[config.mk]
export PLATFORM = sky130hd
export DESIGN_NAME = fetch_ctrl
export DESIGN_NICKNAME = d
export VERILOG_FILES = /design/src/rtl/fetchCtrlPkg.sv /design/src/rtl/instMgmtPkg.sv /design/src/rtl/rysyPkg.sv /design/src/rtl/fetch_ctrl.sv
export SDC_FILE = /design/constraint.sdc
export NUM_CORES = 1
export LEC_CHECK = 0
export CAP_MARGIN = 25
export CORE_AREA = 3 3 112 114
export CTS_CLUSTER_SIZE = 30
export DETAILED_ROUTE_END_ITERATION = 8
export DIE_AREA = 0 0 115 117
export PLACE_DENSITY = 0.72
export SKIP_LAST_GASP = 1
export SYNTH_ARGS = -nofsm -noshare
export SYNTH_HDL_FRONTEND = slang
export SYNTH_SLANG_ARGS = --single-unit
[constraint.sdc]
create_clock -name clk -period 2.1 [get_ports clk]
set_input_delay 0.21 -clock clk [delete_from_list [all_inputs] [get_ports clk]]
set_output_delay 0.21 -clock clk [all_outputs]
set_load 0.01 [all_outputs]
[src/rtl/fetchCtrlPkg.sv]
// Fetch sequencer types.
// FSM state encoding for fetch_ctrl.
package fetchCtrlPkg;

  typedef enum logic [1:0] {
    FETCH = 2'd0,
    DRAIN = 2'd1,
    FLUSH = 2'd2,
    HALT  = 2'd3
  } fetch_state;

endpackage

[src/rtl/instMgmtPkg.sv]
// Instruction-register management types.
// inst_sel picks hold / bubble / load for the instruction register.
package instMgmtPkg;

  typedef enum logic [1:0] {
    INST_OLD = 2'd0,
    INST_NOP = 2'd1,
    INST_MEM = 2'd2
  } inst_sel;

endpackage

[src/rtl/rysyPkg.sv]
// rysyCore shared core constants.
// Register width and the canonical NOP encoding.
package rysyPkg;

  localparam int REG_LEN = 32;
  localparam logic [REG_LEN-1:0] NOP = 32'h0000_0013;

endpackage

[src/rtl/fetch_ctrl.sv]
// rysyCore instruction-fetch sequencer.
// Owns the PC, the imem handshake and the inst register select.
module fetch_ctrl
  import rysyPkg::*;
  import fetchCtrlPkg::*;
#(
  parameter logic [REG_LEN-1:0] RESET_PC     = 32'h0000_0000,
  parameter int unsigned        FLUSH_CYCLES = 2
) (
  input  logic                 clk,
  input  logic                 rst,
  output logic                 mem_req,
  output logic [REG_LEN-1:0]   mem_addr,
  input  logic                 mem_ack,
  input  logic                 stall,
  input  logic                 jump,
  input  logic [REG_LEN-1:0]   jump_target,
  input  logic                 halt,
  output instMgmtPkg::inst_sel inst_sel,
  output logic [REG_LEN-1:0]   inst_pc,
  output logic                 inst_valid
);

  localparam int CW =
    (FLUSH_CYCLES > 0) ? $clog2(FLUSH_CYCLES + 1) : 1;
  localparam logic [CW-1:0] CNT_INIT = CW'(FLUSH_CYCLES);

  fetch_state           r_state;
  fetch_state           w_state_nxt;
  logic [REG_LEN-1:0]   r_pc;
  logic [REG_LEN-1:0]   w_pc_nxt;
  logic [REG_LEN-1:0]   r_req_addr;
  logic [REG_LEN-1:0]   w_req_addr_nxt;
  logic [CW-1:0]        r_cnt;
  logic [CW-1:0]        w_cnt_nxt;
  logic [REG_LEN-1:0]   r_inst_pc;
  logic [REG_LEN-1:0]   w_inst_pc_nxt;
  logic                 r_inst_valid;
  logic                 w_inst_valid_nxt;
  logic                 w_req;
  instMgmtPkg::inst_sel w_sel;
  logic [REG_LEN-1:0]   w_tgt;
  logic [REG_LEN-1:0]   w_pc_inc;
  logic                 w_c_jmp_wait;
  logic                 w_c_jmp_ack;
  logic                 w_c_halt;
  logic                 w_c_load;
  logic                 w_c_ack_stall;
  logic                 w_c_wait_stall;
  logic                 w_c_wait_idle;

  assign w_tgt =
    jump_target & {{(REG_LEN-2){1'b1}}, 2'b00};
  assign w_pc_inc = r_pc + REG_LEN'(4);

  assign w_c_jmp_wait   = jump & ~mem_ack;
  assign w_c_jmp_ack    = jump & mem_ack;
  assign w_c_halt       = ~jump & mem_ack & halt;
  assign w_c_load       = ~jump & mem_ack & ~halt & ~stall;
  assign w_c_ack_stall  = ~jump & mem_ack & ~halt & stall;
  assign w_c_wait_stall = ~jump & ~mem_ack & stall;
  assign w_c_wait_idle  = ~jump & ~mem_ack & ~stall;

  // Next-state, next-register and handshake/select decode.
  always_comb begin
    w_state_nxt      = r_state;
    w_pc_nxt         = r_pc;
    w_req_addr_nxt   = r_req_addr;
    w_cnt_nxt        = r_cnt;
    w_inst_pc_nxt    = r_inst_pc;
    w_inst_valid_nxt = r_inst_valid;
    w_req            = 1'b0;
    w_sel            = instMgmtPkg::INST_NOP;
    unique case (r_state)
      FETCH: begin
        w_req = 1'b1;
        unique case (1'b1)
          w_c_jmp_wait: begin
            w_req_addr_nxt   = r_pc;
            w_pc_nxt         = w_tgt;
            w_inst_valid_nxt = 1'b0;
            w_state_nxt      = DRAIN;
          end
          w_c_jmp_ack: begin
            w_pc_nxt         = w_tgt;
            w_inst_valid_nxt = 1'b0;
            w_cnt_nxt        = CNT_INIT;
            if (FLUSH_CYCLES != 0)
              w_state_nxt = FLUSH;
          end
          w_c_halt: begin
            w_inst_valid_nxt = 1'b0;
            w_state_nxt      = HALT;
          end
          w_c_load: begin
            w_sel            = instMgmtPkg::INST_MEM;
            w_inst_pc_nxt    = r_pc;
            w_pc_nxt         = w_pc_inc;
            w_inst_valid_nxt = 1'b1;
          end
          w_c_ack_stall: begin
            w_sel = instMgmtPkg::INST_OLD;
          end
          w_c_wait_stall: begin
            w_sel = instMgmtPkg::INST_OLD;
          end
          w_c_wait_idle: begin
            w_inst_valid_nxt = 1'b0;
          end
          default: ;
        endcase
      end
      DRAIN: begin
        w_req            = 1'b1;
        w_inst_valid_nxt = 1'b0;
        if (jump)
          w_pc_nxt = w_tgt;
        if (mem_ack) begin
          w_cnt_nxt   = CNT_INIT;
          w_state_nxt = (FLUSH_CYCLES != 0) ? FLUSH : FETCH;
        end
      end
      FLUSH: begin
        w_inst_valid_nxt = 1'b0;
        if (jump) begin
          w_pc_nxt  = w_tgt;
          w_cnt_nxt = CNT_INIT;
        end else begin
          w_cnt_nxt = r_cnt - CW'(1);
          if (r_cnt <= CW'(1))
            w_state_nxt = FETCH;
        end
      end
      HALT: begin
        w_inst_valid_nxt = 1'b0;
        if (jump)
          w_pc_nxt = w_tgt;
        if (!halt)
          w_state_nxt = FETCH;
      end
      default: w_state_nxt = FETCH;
    endcase
    if (rst) begin
      w_req = 1'b0;
      w_sel = instMgmtPkg::INST_NOP;
    end
  end

  // FSM state register.
  always_ff @(posedge clk) begin
    if (rst)
      r_state <= FETCH;
    else
      r_state <= w_state_nxt;
  end

  // PC, pending address, flush count and inst register tags.
  always_ff @(posedge clk) begin
    if (rst) begin
      r_pc         <= RESET_PC;
      r_req_addr   <= RESET_PC;
      r_cnt        <= '0;
      r_inst_pc    <= RESET_PC;
      r_inst_valid <= 1'b0;
    end else begin
      r_pc         <= w_pc_nxt;
      r_req_addr   <= w_req_addr_nxt;
      r_cnt        <= w_cnt_nxt;
      r_inst_pc    <= w_inst_pc_nxt;
      r_inst_valid <= w_inst_valid_nxt;
    end
  end

  assign mem_req    = w_req;
  assign mem_addr   = (r_state == DRAIN) ? r_req_addr : r_pc;
  assign inst_sel   = w_sel;
  assign inst_pc    = r_inst_pc;
  assign inst_valid = r_inst_valid;

endmodule

==> metrics.cfg <==
[final_layout]
stdcell_area_um2=6450
fin_nets=754
areaGrowthSynthToFinish_pct=39.6
drive_gt1_frac=0.170
n_antenna_cell=0

[detailed_routing]
drc_errors=0
totalWireLength_mm=13.8
via_per_inst=5.54
routedWlPerCell_um=16.0
vias=4777
drt_iter0_drc=331
first_pass_iters=5
ant_nets=0

[hold_path]
hold_path_depth=4
holdCritPathClass=in -> reg
min_to=inst_valid
min-delay-start=rst

[logic_synthesis]
yosysUniqueCellTypes=51
yosys_register_bits=95
async_reset_ff_frac=0
synth-edff-count=0
yosys_warnings=0
yosysSeqAreaShare=0.412
syn-instance-count=593
syn_area_per_cell_um2=7.79
ys.flop_type=dfxtp_1
syn_area_um2=4620

[floorplanning]
io_pins=106
fp.dieH_um=117
dieArea_um2=13500
die_w_um=115
coreArea_um2=11500
num_rows=39
start_util=0.401

[timing]
setup_viol_count_final=0
clock_skew_ps=10.1
post-route-period-util=0.979
layout_min_cycle_time_ps=2060
final_hold_viol_count=0
rsz0062_at_grt=yes
relSlewSlack=0.412
hold_ws_ps=284
maxSlewViolCount=0
max_freq_mhz=486
fin_tns_setup_ps=0
max_slew.worst_pin.slew_ps=879

[global_routing]
grt_pass1_vias=4577
track_usage=0.206
grt_max_degree=53
grt_pass1_wl_mm=22.2
grt_overflow=0
antenna_found_initial=0

[clock_tree]
clock_sinks=95
clkTransAtPathRegs_ps=60
clock_path_buffers=2
insertion_delay_ps=350
cts_setup_buffers=0
cts_root_buf=clkbuf_16
tritoncts=built
h-tree-depth=3
cts_made_buffers=9

[place]
place_congestion=0.872
placed_area_um2=6040
place_hpwl_mm=10.0
numPortBuffers=99

[run]
drv_cap=0

[power]
ir_drop_v=0.000318
p_per_area_nw_per_um2=677
leakagePower_nw=2.59

[worst_setup_path]
rr_endpoint=r_pc[20]
path_delay_family=buffers and inverters
critPathMaxStageDelay_ps=480
critical_path_required_ps=1890
worst-r2r-setup-slack_ps=160
startpoint_type=flop
worstSetupPathType=reg -> out
critPathCaptureType=output port
timing.rr.start=r_state[1]
path_buf_inv=2
path_cells=nand2b_4, buf_12, mux2_2, clkdlybuf4s50_1
arrival_ps=1850
reg2reg_depth=6
path_max_fanout=15
cp_slowest_cell=clkdlybuf4s50_1

[outcome]
outcome=finished, final reports clean

[cell usage in the layout, fill, tap and decap left out, types with 6 or more instances in the layout]
cell / instances
a21oi_1: 88
a31oi_1: 14
and3_1: 10
and4_1: 6
buf_4: 60
clkbuf_16: 9
clkdlybuf4s50_1: 82
dfxtp_1: 95
dlymetal6s2s_1: 15
mux2_2: 36
nand2_1: 144
nand3_1: 16
nand4_1: 12
nor2_1: 27
nor3_1: 9
o21ai_0: 20
[registers in the layout, summed over array words and instances (netlist names)]
signal	cells
r_state	2
inst_pc	30
inst_valid	1
r_cnt	2
r_req_addr	30
r_pc	30
[cell type report]
class                      count  area, um2
sequential                    95       1900
inverter                       6       22.5
multi-input combinational    439       2460
clock buffer                  12        256
clock inverter                 4       76.3
timing repair buffer         163       1550
tap                          143        179
fill                        1051       5070
[tightest hold or removal path, stage by stage]
cell and delay, ps:
buf_2 110, nor2_1 60, o2111ai_1 110, o21ai_0 90
[how the worst max path moves through the flow]
| stage | from | to | cells after the start |
|---|---|---|---|
| 2_1_floorplan | r_pc[2] | r_pc[20] | 7 |
| 3_3_place_gp | jump | inst_sel[1] | 6 |
| 3_5_place_dp | jump | r_pc[22] | 7 |
| 4_1_cts | r_state[1] | mem_addr[2] | 4 |
| 5_1_grt | r_state[1] | r_pc[24] | 6 |
| 6_report | r_state[1] | mem_addr[13] | 4 |
[power by group]
group	leakage [nW]	total [mW]	internal, mW	switching, mW
sequential	0.773	1.91	1.86	0.0530
combinational	1.65	0.627	0.316	0.312
clock	0.159	1.82	1.11	0.710
[cells in the mapped netlist (5+ instances only)]
cell / n / share of area
and3_1: 10 / 0.014
and2_1: 5 / 0.0068
and4_1: 6 / 0.011
nand2b_1: 5 / 0.0068
nand4_1: 12 / 0.016
nor3_1: 9 / 0.0098
buf_2: 10 / 0.011
a31oi_1: 14 / 0.019
mux2_2: 36 / 0.088
nand2_1: 145 / 0.12
dfxtp_1: 95 / 0.41
buf_4: 5 / 0.0081
a21oi_1: 88 / 0.095
o21ai_0: 20 / 0.022
clkbuf_1: 38 / 0.031
nand3_1: 16 / 0.017
inv_1: 5 / 0.0041
nor2_1: 27 / 0.022
[per-layer routing]
metal,part of all wire,GRT usage,routed length [um],up-vias
met5,0,0,0,-
met4,0.021,0.0743,286,0
met2,0.48,0.337,6600,185
li1,-,-,-,2317
met1,0.43,0.270,5980,2253
met3,0.068,0.0437,945,22
[logic make-up (layout without fill, tap and decap cells)]
kind of cell / Yosys count / after routing / share of synthesized area
AOI/OAI and AO/OA: 149 / 149 / 0.186
adders and majority gates: 2 / 2 / 0.00542
buffers and inverters: 62 / 185 / 0.0604
other: 1 / 4 / 0.000812
DFF: 95 / 95 / 0.412
muxes: 37 / 37 / 0.0900
xor gates and xnor gates: 2 / 2 / 0.00379
and+or+nand+nor: 245 / 245 / 0.242
[per-stage QoR]
| step | utilization | cells | setup WS, ps | total power [mW] |
|---|---|---|---|---|
| after floorplan | - | 596 | 219 | 2.26 |
| after global placement | 0.525 | 846 | -143 | 2.56 |
| after detailed placement | 0.525 | 846 | -159 | 2.57 |
| after CTS | 0.554 | 862 | -58.3 | 4.37 |
| after global routing | 0.560 | 862 | -4.00 | 4.53 |
| final | 0.560 | 862 | 43.6 | 4.36 |
[repair_timing]
action | 4_1_cts | 5_1_grt
gates resized for setup | 1 | 23
hold buffers | 0 | 0
endpoints found under the setup margin | 31 | 31
Note: power is estimated with default switching activity, not from simulation.
